## src/rtl/alu_pkg.sv

```systemverilog
// Shared widths and payload types for the pipelined subtractor.
package alu_pkg;

    localparam int unsigned SUB_W    = 32;
    localparam int unsigned SUB_HALF = 16;
    localparam int unsigned CS_BLK   = 4;

    typedef struct packed {
        logic overflow;
        logic not_equal;
        logic less_than;
        logic borrow;
    } sub_flags_t;

    // Everything stage 2 needs to finish the upper half and derive the flags.
    typedef struct packed {
        logic [SUB_HALF-1:0] lo;
        logic                c16;
        logic [SUB_HALF-1:0] a_hi;
        logic [SUB_HALF-1:0] nb_hi;
        logic                a_msb;
        logic                b_msb;
    } s1_payload_t;

    function automatic sub_flags_t calc_flags(
        input logic [SUB_W-1:0] res,
        input logic             c32,
        input logic             a_msb,
        input logic             b_msb
    );
        sub_flags_t f;
        f.overflow  = (a_msb != b_msb) && (res[SUB_W-1] != a_msb);
        f.less_than = res[SUB_W-1] ^ f.overflow;
        f.not_equal = |res;
        f.borrow    = ~c32;
        return f;
    endfunction

endpackage

```

## src/rtl/add_16bit_slice.sv

```systemverilog
// 16-bit carry-select adder: 4-bit blocks precompute both carry-in cases.
module add_16bit_slice
    import alu_pkg::*;
(
    input  logic [SUB_HALF-1:0] a,
    input  logic [SUB_HALF-1:0] b,
    input  logic                cin,
    output logic [SUB_HALF-1:0] sum,
    output logic                cout
);

    localparam int unsigned NBLK = SUB_HALF / CS_BLK;
    localparam int unsigned BW   = CS_BLK + 1;

    logic [BW-1:0] sum0 [NBLK];
    logic [BW-1:0] sum1 [NBLK];

    for (genvar i = 0; i < NBLK; i++) begin : g_blk
        assign sum0[i] = BW'(a[i*CS_BLK +: CS_BLK]) + BW'(b[i*CS_BLK +: CS_BLK]);
        assign sum1[i] = sum0[i] + BW'(1);
    end

    logic [BW-1:0] sel;
    logic          carry;

    // Block carries ripple only through the select muxes.
    always_comb begin
        sum   = '0;
        sel   = '0;
        carry = cin;
        for (int i = 0; i < NBLK; i++) begin
            sel                     = carry ? sum1[i] : sum0[i];
            sum[i*CS_BLK +: CS_BLK] = sel[CS_BLK-1:0];
            carry                   = sel[CS_BLK];
        end
        cout = carry;
    end

endmodule

```

## src/rtl/pipe_sub_32bit.sv

```systemverilog
// Two-stage A - B (as A + ~B + 1): low half in stage 1, high half and flags in stage 2,
// with valid/ready on both sides.
module pipe_sub_32bit
    import alu_pkg::*;
(
    input  logic             clock,
    input  logic             resetn,
    input  logic             in_valid,
    output logic             in_ready,
    input  logic [SUB_W-1:0] data_operandA,
    input  logic [SUB_W-1:0] data_operandB,
    output logic             out_valid,
    input  logic             out_ready,
    output logic [SUB_W-1:0] data_result,
    output logic             overflow,
    output logic             isNotEqual,
    output logic             isLessThan,
    output logic             borrow
);

    logic        s1_valid;
    logic        s2_valid;
    s1_payload_t s1_q;
    s1_payload_t s1_d;
    sub_flags_t  s2_flags;
    sub_flags_t  flags_d;

    logic [SUB_W-1:0]    nb;
    logic [SUB_HALF-1:0] lo_sum;
    logic [SUB_HALF-1:0] hi_sum;
    logic                c16;
    logic                c32;
    logic [SUB_W-1:0]    diff;

    logic s2_load;
    logic in_xfer;

    assign nb = ~data_operandB;

    add_16bit_slice u_lo (
        .a    (data_operandA[SUB_HALF-1:0]),
        .b    (nb[SUB_HALF-1:0]),
        .cin  (1'b1),
        .sum  (lo_sum),
        .cout (c16)
    );

    always_comb begin
        s1_d       = '0;
        s1_d.lo    = lo_sum;
        s1_d.c16   = c16;
        s1_d.a_hi  = data_operandA[SUB_W-1:SUB_HALF];
        s1_d.nb_hi = nb[SUB_W-1:SUB_HALF];
        s1_d.a_msb = data_operandA[SUB_W-1];
        s1_d.b_msb = data_operandB[SUB_W-1];
    end

    add_16bit_slice u_hi (
        .a    (s1_q.a_hi),
        .b    (s1_q.nb_hi),
        .cin  (s1_q.c16),
        .sum  (hi_sum),
        .cout (c32)
    );

    assign diff    = {hi_sum, s1_q.lo};
    assign flags_d = calc_flags(diff, c32, s1_q.a_msb, s1_q.b_msb);

    // Stage 2 refills in the same cycle it drains, so a full pipe never bubbles.
    assign s2_load  = s1_valid && (!s2_valid || out_ready);
    assign in_ready = !s1_valid || s2_load;
    assign in_xfer  = in_valid && in_ready;

    always_ff @(posedge clock or negedge resetn) begin
        if (!resetn) begin
            s1_valid <= 1'b0;
            s1_q     <= '0;
        end else begin
            if (in_xfer) begin
                s1_valid <= 1'b1;
                s1_q     <= s1_d;
            end else if (s2_load) begin
                s1_valid <= 1'b0;
            end
        end
    end

    always_ff @(posedge clock or negedge resetn) begin
        if (!resetn) begin
            s2_valid    <= 1'b0;
            data_result <= '0;
            s2_flags    <= '0;
        end else begin
            if (s2_load) begin
                s2_valid    <= 1'b1;
                data_result <= diff;
                s2_flags    <= flags_d;
            end else if (out_ready) begin
                s2_valid <= 1'b0;
            end
        end
    end

    assign out_valid  = s2_valid;
    assign overflow   = s2_flags.overflow;
    assign isNotEqual = s2_flags.not_equal;
    assign isLessThan = s2_flags.less_than;
    assign borrow     = s2_flags.borrow;

endmodule

```

## config.mk

```make
export PLATFORM = sky130hd
export DESIGN_NAME = pipe_sub_32bit
export DESIGN_NICKNAME = d
export VERILOG_FILES = /design/src/rtl/alu_pkg.sv /design/src/rtl/add_16bit_slice.sv /design/src/rtl/pipe_sub_32bit.sv
export SDC_FILE = /design/constraint.sdc
export NUM_CORES = 1
export LEC_CHECK = 0
export CORE_MARGIN = 2
export CORE_UTILIZATION = 40
export DETAILED_ROUTE_END_ITERATION = 8
export PLACE_DENSITY_LB_ADDON = 0.05
export SETUP_SLACK_MARGIN = 0.15
export SLEW_MARGIN = 20
export SYNTH_ARGS = -nofsm -noshare
export SYNTH_HDL_FRONTEND = slang
export SYNTH_SLANG_ARGS = --single-unit
```

## constraint.sdc

```tcl
create_clock -name clock -period 5.6 [get_ports clock]
set_clock_uncertainty 0.05 [all_clocks]
set_input_delay 0.84 -clock clock [delete_from_list [all_inputs] [get_ports clock]]
set_output_delay 0.84 -clock clock [all_outputs]
set_load 0.02 [all_outputs]
```

==> run summary <==
total track usage = 17.4%
Netlist cell types = 59
io pins = 106
worst endpoint data arrival time = 3.99 ns
Crit path max-delay family = compound AO/OA/AOI/OAI gates
First-pass DRT Iterations = 4
CTS tree = yes
#FFs+latches synth = 88
Post-Syn Area = 0.00550 mm2
CTS sink count = 88
Worst-path clk slew = 0.06 ns
drt wl/cell = 14.1 um
first-pass GRT wire length = 20300 um
crit path kind = in -> reg
commonest cells in the netlist = nand2_1, dfrtp_1, o21ai_0
DP Wirelength = 9130 um
largest net degree at the start of global routing = 68
Final Cycle Share = 68.8%
Slew headroom = 37.2%
diode count = 0
Syn Nets = 709
cell count after synthesis = 594
Worst-Skew Late Latency = 0.34 ns
Peak VDD IR = 0.000147 V
fill cell count = 1266
Rows = 42
Layout Nets = 804
# setup viols final = 0
final WL = 12300 um
PostCTS Resize Cnt = 0
htree depth = 3
Routability Congestion = 0.812
layout cells sized above 1 = 7.78%
pwr/cell area = 383 mW/mm2
final core utilization = 52.6%
status = finished, final reports clean
Buffers on Ports = 105
P&R area growth vs syn = 27.6%
yosys warns = 0
final slew viol count = 0
worst hold margin = 0.399 ns
routed via count = 4373
most frequent cell on the critical path = inv_1
Clock Tree Root = clkbuf_16
die area = 0.0147 mm2
CP Max Fanout = 4
top_reg_cell synth = dfrtp_1
CP Cell Sequence = clkdlybuf4s50_1 -> inv_1 -> ha_1 -> inv_1 -> fa_1 -> inv_1 -> ha_1 -> a21boi_0 -> a31oi_1 -> nor4_2 -> xnor2_1 -> mux2i_1 -> o311ai_0
Die Ht = 121 um
Data required, critical path = 5.74 ns
post-CTS setup-driven buffer insertion count = 0
DIE WIDTH = 121 um
WP buf/inv = 4
CP peak stage delay = 0.45 ns
Final Critical Period = 3.85 ns
Placed Instance Area = 0.00670 mm2
CP endpoint kind = flip-flop
P_leak = 3.20 nW
via/cell ratio = 5.03
max_cap viols = 0
dominant cells by area after synthesis = dfrtp_1, ha_1, nand2_1
grt ovf = 0
Starting Density = 41.2%
clock buffer depth = 2
FF-to-FF setup slack = 1.94 ns
drt initial violations = 199
number of remaining DRC errors = 0
startpoint types = input port
Tot Pwr = 2.69 mW
Yosys top cell area share = 40.0%
hold buffer count at CTS = 0
Avg Cell Area, Syn = 9.26 um2
register area share after synthesis = 40.0%
Async SR Flop Fraction = 100%
core area = 0.0133 mm2
Yosys top cell by area = dfrtp_1
DRT antenna net count = 0
final hold violations = 0
Peak Freq = 260 MHz
count leader, synth = nand2_1
final instance area = 0.00702 mm2
CTS Buf Count = 9
setup_tns = 0 ns
Worst Max-Slew Pin Slew = 0.938 ns
vias in the first global route = 4402
HP Class = in -> async
slowest cell on the critical path = clkdlybuf4s50_1
number of flops mapped to enable cells by yosys = 0
initial antenna violation count = 0
RSZ-0062 raised after global routing = false
==> stage by stage <==
step                instances  worst slack, ns
global placement          854             1.52
finish                    870             1.75
floorplan                 594             2.25
global route              870             1.54
detailed placement        854             1.37
CTS                       870             1.72
==> path summary, 6_finish.rpt <==
check	cells past startpoint	to	from
worst min register to register	2	data_result[9]	data_result[9]
min in group clock	2	data_result[9]	data_result[9]
worst min-delay path	1	s1_q[22]	resetn
worst max-delay path	13	diff[14]	data_operandB[4]
worst max register to register	13	data_result[29]	s1_q[6]
max in group asynchronous	2	data_result[3]	resetn
==> cell type report <==
class	count	area [um2]	share of cell area, %
Multi-Input combinational cell	437	3040	43.3
Sequential cell	88	2200	31.4
Timing Repair Buffer	108	1070	15.3
Clock buffer	14	284	4.04
Tap cell	176	220	3.14
Inverter	45	169	2.41
Clock inverter	2	35.0	0.499
==> registers in the layout, indices dropped and copies added (netlist names) <==
name         flops
borrow           1
isLessThan       1
out_valid        1
overflow         1
s1_valid         1
isNotEqual       1
diff            16
data_result     32
s1_q            34
==> cells in the final DEF (no fill, tap or decap), types with 2 or more instances in the layout <==
master	synthesis	routed
nor2b_1	7	7
a21oi_1	17	17
nand2_1	112	110
nand2b_1	13	13
nor2_1	20	20
buf_4	0	4
nand2_4	1	2
nor4_1	5	5
ha_1	39	39
nand3_1	17	17
a31oi_1	7	7
nor3_1	2	2
inv_1	45	45
o31ai_1	2	2
mux2_2	18	18
dfrtp_1	88	88
a211oi_1	2	2
nor3b_1	3	3
or3_1	3	3
o21ai_0	52	52
clkdlybuf4s50_1	0	104
nand4_1	9	9
or2_2	2	2
fa_1	8	8
mux2i_1	9	9
clkbuf_16	0	9
xnor2_1	20	20
and3_1	3	3
nor4b_1	4	4
and2_1	4	4
and4_1	3	3
clkbuf_8	0	4
xor2_1	17	17
nand3b_1	2	2
a21o_1	12	12
==> layer usage <==
layer  up-vias  GRT usage (%)  share of wire (%)
met2        91           30.2                 48
met1      2055           21.1                 45
met5         -              0                  0
li1       2210              -                  -
met3        17           3.67                4.9
met4         0           6.82                1.8
==> power breakdown <==
group / internal [mW] / total [mW] / switching (mW)
Sequential: 0.796 / 0.909 / 0.112
Combinational: 0.520 / 1.14 / 0.620
Clock: 0.394 / 0.642 / 0.248
==> cells by family after synthesis <==
| family | Yosys count | synth area share (%) |
|---|---|---|
| AOI/OAI and AO/OA | 108 | 12.4 |
| xor gates and xnor gates | 38 | 6.18 |
| adders and majority gates | 47 | 11.8 |
| buffers and inverters | 69 | 4.89 |
| DFF | 88 | 40.0 |
| muxes | 28 | 5.59 |
| and+or+nand+nor | 216 | 19.1 |
Power figures use the tool's default switching activity.
